[src/rtl/lfsr_arb_pkg.sv]
// Shared types and helpers for the LFSR random-number arbiter.
// FSM state encoding, default LFSR constants and the Galois step function.
package lfsr_arb_pkg;

    typedef enum logic [1:0] {
        IDLE  = 2'd0,
        STEP  = 2'd1,
        GRANT = 2'd2
    } arb_state_t;

    // Widest LFSR the step helper supports; callers zero-extend into this.
    localparam int LFSR_MAX_W = 32;

    localparam logic [7:0] DEF_TAPS = 8'h1D;
    localparam logic [7:0] DEF_SEED = 8'h01;

    localparam logic [LFSR_MAX_W-1:0] LFSR_ONE = {{(LFSR_MAX_W-1){1'b0}}, 1'b1};

    // One Galois shift of an nbits-wide LFSR. An all-zero result would lock
    // the generator, so the fallback seed is substituted.
    function automatic logic [LFSR_MAX_W-1:0] lfsr_next(
        input logic [LFSR_MAX_W-1:0] state,
        input logic [LFSR_MAX_W-1:0] taps,
        input logic [LFSR_MAX_W-1:0] seed,
        input int                    nbits
    );
        logic [LFSR_MAX_W-1:0] mask;
        logic [LFSR_MAX_W-1:0] nxt;
        logic                  msb;
        if (nbits >= LFSR_MAX_W) begin
            mask = '1;
        end else begin
            mask = (LFSR_ONE << nbits) - LFSR_ONE;
        end
        msb = |(state & (LFSR_ONE << (nbits - 1)));
        nxt = ((state << 1) ^ (msb ? taps : '0)) & mask;
        if (nxt == '0) begin
            nxt = seed & mask;
        end
        return nxt;
    endfunction

endpackage

[src/rtl/lfsr_rng_arbiter_rr_pick.sv]
// Combinational round-robin selector: first set request at or after rr_ptr,
// wrapping modulo NREQ.
module rr_pick
    import lfsr_arb_pkg::*;
#(
    parameter int NREQ  = 4,
    parameter int PTR_W = 2
) (
    input  logic [NREQ-1:0]  req,
    input  logic [PTR_W-1:0] rr_ptr,
    output logic             any_req,
    output logic [PTR_W-1:0] idx
);

    logic             found;
    int               cand;
    logic [PTR_W-1:0] cand_idx;

    // Scan from the pointer outward and keep the first hit.
    always_comb begin
        any_req  = |req;
        idx      = '0;
        found    = 1'b0;
        cand     = 0;
        cand_idx = '0;
        for (int k = 0; k < NREQ; k++) begin
            cand = int'(rr_ptr) + k;
            if (cand >= NREQ) begin
                cand = cand - NREQ;
            end
            cand_idx = PTR_W'(cand);
            if (!found && req[cand_idx]) begin
                found = 1'b1;
                idx   = cand_idx;
            end
        end
    end

endmodule

[src/rtl/lfsr_rng_arbiter.sv]
// Round-robin arbiter sharing one Galois LFSR among NREQ requesters.
// Each grant advances the LFSR STEPS times, then returns it on rnd_out.
// Build option: define LFSR_ARB_FREERUN_EN to also step the LFSR while
// waiting in IDLE and during GRANT (output then depends on request timing).
//
// state | meaning
// IDLE  | waiting; reseed or pick next requester round-robin
// STEP  | advancing LFSR, STEPS shifts; aborts if the requester drops req
// GRANT | one cycle; registers ack/rnd_out and moves the round-robin pointer
module lfsr_rng_arbiter
    import lfsr_arb_pkg::*;
#(
    parameter int               NREQ  = 4,
    parameter int               NBITS = 8,
    parameter logic [NBITS-1:0] TAPS  = NBITS'(DEF_TAPS),
    parameter logic [NBITS-1:0] SEED  = NBITS'(DEF_SEED),
    parameter int               STEPS = 8
) (
    input  logic             clk,
    input  logic             reset,
    input  logic [NREQ-1:0]  req,
    output logic [NREQ-1:0]  ack,
    output logic [NBITS-1:0] rnd_out,
    output logic             busy,
    input  logic             reseed,
    input  logic [NBITS-1:0] seed_in
);

    localparam int         PTR_W     = $clog2(NREQ);
    localparam logic [7:0] LAST_STEP = 8'(STEPS - 1);

    arb_state_t       state;
    logic [NBITS-1:0] lfsr;
    logic [NBITS-1:0] lfsr_nxt;
    logic [7:0]       step_cnt;
    logic [PTR_W-1:0] rr_ptr;
    logic [PTR_W-1:0] gnt_idx;
    logic [PTR_W-1:0] pick_idx;
    logic             any_req;

    assign lfsr_nxt = NBITS'(lfsr_next(LFSR_MAX_W'(lfsr), LFSR_MAX_W'(TAPS),
                                       LFSR_MAX_W'(SEED), NBITS));

    rr_pick #(
        .NREQ  (NREQ),
        .PTR_W (PTR_W)
    ) u_rr_pick (
        .req     (req),
        .rr_ptr  (rr_ptr),
        .any_req (any_req),
        .idx     (pick_idx)
    );

    // Arbitration FSM with the LFSR register and all registered outputs.
    always_ff @(posedge clk or negedge reset) begin
        if (!reset) begin
            state    <= IDLE;
            lfsr     <= SEED;
            ack      <= '0;
            rnd_out  <= '0;
            busy     <= 1'b0;
            step_cnt <= '0;
            rr_ptr   <= '0;
            gnt_idx  <= '0;
        end else begin
            ack <= '0;
            case (state)
                IDLE: begin
                    if (reseed) begin
                        lfsr <= (seed_in == '0) ? SEED : seed_in;
                    end else if (any_req) begin
                        gnt_idx  <= pick_idx;
                        step_cnt <= '0;
                        busy     <= 1'b1;
                        state    <= STEP;
                    end
`ifdef LFSR_ARB_FREERUN_EN
                    else begin
                        lfsr <= lfsr_nxt;
                    end
`endif
                end
                STEP: begin
                    // A requester that gives up mid-sequence forfeits its turn;
                    // the LFSR keeps whatever shifts already happened.
                    if (!req[gnt_idx]) begin
                        busy  <= 1'b0;
                        state <= IDLE;
                    end else begin
                        lfsr     <= lfsr_nxt;
                        step_cnt <= step_cnt + 8'd1;
                        if (step_cnt == LAST_STEP) begin
                            state <= GRANT;
                        end
                    end
                end
                GRANT: begin
                    busy  <= 1'b0;
                    state <= IDLE;
                    if (req[gnt_idx]) begin
                        ack[gnt_idx] <= 1'b1;
                        rnd_out      <= lfsr;
                        if (gnt_idx == PTR_W'(NREQ - 1)) begin
                            rr_ptr <= '0;
                        end else begin
                            rr_ptr <= gnt_idx + PTR_W'(1);
                        end
                    end
`ifdef LFSR_ARB_FREERUN_EN
                    lfsr <= lfsr_nxt;
`endif
                end
                default: begin
                    busy  <= 1'b0;
                    state <= IDLE;
                end
            endcase
        end
    end

endmodule

[config.mk]
export PLATFORM = sky130hd
export DESIGN_NAME = lfsr_rng_arbiter
export DESIGN_NICKNAME = d
export VERILOG_FILES = /design/src/rtl/lfsr_arb_pkg.sv /design/src/rtl/lfsr_rng_arbiter_rr_pick.sv /design/src/rtl/lfsr_rng_arbiter.sv
export SDC_FILE = /design/constraint.sdc
export NUM_CORES = 1
export LEC_CHECK = 0
export CAP_MARGIN = 20
export CORE_MARGIN = 2
export CORE_UTILIZATION = 56
export DETAILED_ROUTE_END_ITERATION = 8
export GPL_ROUTABILITY_DRIVEN = 0
export GPL_TIMING_DRIVEN = 0
export HOLD_SLACK_MARGIN = 0.05
export PLACE_DENSITY_LB_ADDON = 0.2
export SYNTH_ARGS = -nofsm -noshare
export SYNTH_HDL_FRONTEND = slang
export SYNTH_SLANG_ARGS = --single-unit
[constraint.sdc]
create_clock -name clk -period 4.35 [get_ports clk]
set_input_delay 0.435 -clock clk [delete_from_list [all_inputs] [get_ports clk]]
set_output_delay 0.435 -clock clk [all_outputs]
set_load 0.01 [all_outputs]
Word-level counts from Yosys, hierarchy flattened:

Cells that the tools add are included.

* bits of input ports: 15
* register bits: 35
* output and inout port bits: 13

* bitwise gates (word level): 2
* order comparisons: 10
* equality and inequality tests: 10
* muxes and demuxes: 45
* reduce and logical (&&, ||, !) cells: 18
* add/subtract/negate cells: 9

Operators by type and width (count)
* 8-bit two-way mux: 7
* 32-bit zero test: 1
* 8-bit case mux with 2 select lines: 2
* 2-bit two-way mux: 13
* 2-bit by 3-bit < comparator with 1-bit output, second input constant: 5
* 1-bit two-way mux: 12
* 3-bit AND reduction: 4
* 1-bit binary-select mux with 2-bit select: 5
* 2-bit inequality test, second input constant: 5
* 3-bit greater-or-equal comparator, second input constant: 3
* 8-bit by 1-bit adder with 8-bit output, second input constant: 1
* 8-bit by 3-bit equality test with 1-bit output, second input constant: 1
* 8-bit zero test: 1
* 4-bit two-way mux: 2
* 2-bit by 1-bit subtractor with 2-bit output, second input constant: 4
* 8-bit by 5-bit XOR with 8-bit output: 1
* 2-bit by 2-bit adder with 3-bit output, second input constant: 2
* 5-bit two-way mux: 1
* 2-bit equality test, second input constant: 2
* 1-bit logical AND: 4
* 2-bit case mux with 2 select lines: 1
* 4-bit AND reduction: 1
* 4-bit OR reduction: 1
* 2-bit by 1-bit adder with 3-bit output, second input constant: 1
* other kinds (12): 14

Depth between registers and ports, before layout:

* word-level depth: 14
* mapped depth: 7
* gate-level depth less buffers: 6

Cells and area by module:

A second synthesis with hierarchy kept.

* cell total of the unflattened synthesis: 170
* area, all modules: 1750.4 sq um

Modules (own cells, without submodules)
* lfsr_rng_arbiter: times used 1, area each 1672.9 sq um, seq. area each 877.1 sq um, cells each 155
* rr_pick: times used 1, area each 77.6 sq um, seq. area each 0.0 sq um, cells each 15

Worst setup path before layout:

No wires, ideal clock.

* path type: register to register
* start point: register gnt_idx[0]
* end point: register rnd_out[0]
* library setup time: 0.125 ns
* cell stages (with the launch flop): 5
* clock period less this slack: 1.840 ns
* setup slack: 2.510 ns
* arrival: 1.715 ns
* cell sequence: dfrtp_1 mux4_2 nand3b_2 buf_2 mux2_2

* word-level cells in the longest chain between the ends: 3

RTL lines
* from (decl): line lfsr_rng_arbiter.sv:37 `logic [PTR_W-1:0] gnt_idx;`
* from (signal assigned): line lfsr_rng_arbiter.sv:72 `gnt_idx <= pick_idx;`
* 1-bit binary-select mux with 2-bit select: line lfsr_rng_arbiter.sv:100 `if (req[gnt_idx]) begin`
* 1-bit two-way mux (not written as such): line lfsr_rng_arbiter.sv:100
* 2-bit AND reduction (no source line)
* to (signal assigned): line lfsr_rng_arbiter.sv:102 `rnd_out <= lfsr;`
* to (decl): line lfsr_rng_arbiter.sv:23 `output logic [NBITS-1:0] rnd_out,`

Every way passes these cells. The select of a mux whose other input is x is not followed.
A chain may end at the register's enable or synchronous reset.

Worst setup path after layout:

* start point: input req[3]
* end point: register rr_ptr[1]

* word-level cells in the longest chain between the ends: 3

RTL lines
* from (decl): line lfsr_rng_arbiter.sv:21 `input logic [NREQ-1:0] req,`
* 1-bit binary-select mux with 2-bit select: line lfsr_rng_arbiter.sv:100
* 1-bit two-way mux (not written as such): line lfsr_rng_arbiter.sv:100
* 2-bit AND reduction (no source line)
* to (signal assigned): line lfsr_rng_arbiter.sv:106 `rr_ptr <= gnt_idx + PTR_W'(1);`
* to (decl): line lfsr_rng_arbiter.sv:36 `logic [PTR_W-1:0] rr_ptr;`

Every way passes these cells. The select of a mux whose other input is x is not followed.

==> reports/results.ini <==
[setup_path]
cp_cell_sequence=clkdlybuf4s50_1 > mux4_2 > nand3b_2 > buf_2 > mux2_2
critPathMaxFanout=10
cpLargestDelayFamily=multiplexers
crit_type=input port to register
crit_buf_inv=2
crit_arrival_ns=2.42
slowest_stage=mux4_2
worstSetupEndpointType=register
crit_start=req[3]
cpPeakStageDelay_ns=0.62
cp_data_required_time_ns=4.57
r2r_start=gnt_idx[0]
start_kind=input port

[power]
p_leak_nw=0.930
p_per_area_mw_per_mm2=395
max-vdd-ir-drop_mv=0.297

[flow_run]
cap_viol_max_count=0

[sta]
worst_pin_slew_ns=0.778
tns_ns=0
grt_setup_unrepaired=no
period_share_pct=50.7
relSlewSlack_pct=47.7
min_period_ns=2.20
setup_slack_ns=2.15
skew_ns=0.00603
fmax_ghz=0.454
hold_viol=0
setup_viol=0
final-max-slew-violation-count=0

[grt]
antenna_found_initial=0
first_global_vias=1401
grt_util_met3_pct=6.77
gr-usage-met1_pct=28.2
overflow=0
grt_first_pass_wirelength_microns=6070
grt_start_max_net_pins=36
grt_use_total_pct=23.5
grt_use_met2_pct=38.6
top_usage_layer=met2

[finish]
stdcell_count=237
final_common_cell=dfrtp_1
final_layout_size_suffix_gt1_share_pct=12.7
final_cell_mix=dfrtp_1, clkdlybuf4s50_1, nand2_1
nets=223
areaGrowthSynthToFinish_pct=21.9
diodes=0
fillers=234

[clock_network]
holdBufCountCts=0
cts_setup_buffers=0
cts_htree_levels=2
numCtsBuffers=5
cts_tree=done
path_clk_slew_ns=0.10
cts.sinks=35
cts_resized=0
cts_root_buf=clkbuf_4
insertion_delay_ns=0.33
cts_buffer_depth=2

[synth]
yosys_warnings=0
synth_area_sq_mm=0.00172
ys_types=35
avgSynthCellArea_sq_um=10.2
synthCells=169
syn_nets=189
ys_ff_latch=35
ys_seq_area_share_pct=51.1

[detailed_routing]
route.detailed.drc=0
vias=1376
drt_iter0_drc=79
first_pass_iters=4
viasPerCell=5.81
wl_microns=3540
ant_nets=0
avgRoutedWirePerCell_microns=14.9

[placed_design]
place_ws_ns=1.80
dpl.hpwl_microns=2570
io_buffers=27
place_inst=229

[floorplanning]
die_w_microns=59.3
std_cell_rows=20
die_h_microns=59.3
die_area_sq_mm=0.00352
io_pins=28
coreArea_sq_mm=0.00298
initial_core_util_pct=57.6

[min_path]
min_path_type=input port to async pin

[run_status]
outcome=finished, final reports clean

logic make-up after synthesis:
| logic type | synth area share, % |
|---|---|
| AND/OR/NAND/NOR | 17.9 |
| flip-flops | 51.1 |
| AO/OA/AOI/OAI | 11.6 |
| multiplexers | 10.1 |
| buffers and inverters | 3.06 |
| XOR/XNOR | 2.55 |
| adder cells (fa/ha/maj) | 3.65 |
power breakdown:
part | switching [mW] | internal (mW)
Combinational | 0.105 | 0.0889
Sequential | 0.0539 | 0.377
Clock | 0.105 | 0.0951
Total | 0.264 | 0.561
final cells by class:
cell class / instances / area, sq um / area share (%)
plain buffers: 6 / 26.3 / 1.26
clock buffers: 8 / 68.8 / 3.29
inverters: 7 / 26.3 / 1.26
multi-input cells: 121 / 786 / 37.6
flip-flops and latches: 35 / 877 / 42.0
well taps: 33 / 41.3 / 1.97
repair buffers: 27 / 265 / 12.7
per-stage QoR:
stage | power (mW) | hold slack, ns | util, % | area [sq um]
after floorplan | 0.556 | 0.139 | - | 1720
after global placement | 0.616 | 0.489 | 68.1 | 2030
after detailed placement | 0.630 | 0.494 | 67.9 | 2020
after CTS | 0.828 | 0.185 | 70.2 | 2090
after global routing | 0.879 | 0.200 | 70.2 | 2090
final | 0.825 | 0.163 | 70.2 | 2090
cell usage after synthesis (all sizes together):
| library cell | n | area, sq um |
|---|---|---|
| a31oi | 1 | 6.26 |
| nand3b | 2 | 18.8 |
| dfrtp | 34 | 851 |
| ha | 5 | 62.6 |
| mux2 | 9 | 101 |
| nand2b | 1 | 6.26 |
| mux2i | 5 | 50.1 |
| or4 | 3 | 22.5 |
| a22oi | 1 | 12.5 |
| nand2 | 24 | 90.1 |
| o211ai | 2 | 15.0 |
| o21ai | 21 | 109 |
| nor2b | 2 | 12.5 |
| xor2 | 2 | 17.5 |
| nand3 | 6 | 30.0 |
| xnor2 | 3 | 26.3 |
| o21bai | 1 | 7.51 |
| nor3 | 4 | 20.0 |
| o31ai | 2 | 15.0 |
| mux4 | 1 | 22.5 |
| nor4 | 4 | 31.3 |
| dfstp | 1 | 26.3 |
| a21oi | 5 | 25.0 |
| clkbuf | 3 | 11.3 |
| and3 | 1 | 6.26 |
| or3 | 2 | 12.5 |
| buf | 3 | 15.0 |
| nor2 | 10 | 37.5 |
| a221oi | 1 | 8.76 |
| inv | 7 | 26.3 |
| nand4 | 2 | 12.5 |
| and2 | 1 | 6.26 |
path summary, 6_finish.rpt:
| path | end | slack [ns] | depth (start not counted) |
|---|---|---|---|
| setup / recovery | rr_ptr[1] | 2.15 | 5 |
| hold / removal | rnd_out[2] | 0.16 | 1 |
| min in group clk | rnd_out[0] | 0.51 | 1 |
| hold reg to reg | rnd_out[0] | 0.51 | 1 |
| max in group asynchronous | gnt_idx[0] | 3.71 | 1 |
| setup reg to reg | rr_ptr[1] | 2.29 | 4 |
registers in the layout, indices dropped and copies added (netlist names):
name and flops:
ack 4, busy 1, gnt_idx 2, lfsr 8, rnd_out 8, rr_ptr 2, state 2, step_cnt 8
layer usage:
layer	up-vias	share of wire, %
li1	660	-
met1	681	44
met2	28	51
met3	7	3.9
met4	0	1.2
met5	-	0
No activity file was read; power rests on OpenSTA's default activity.
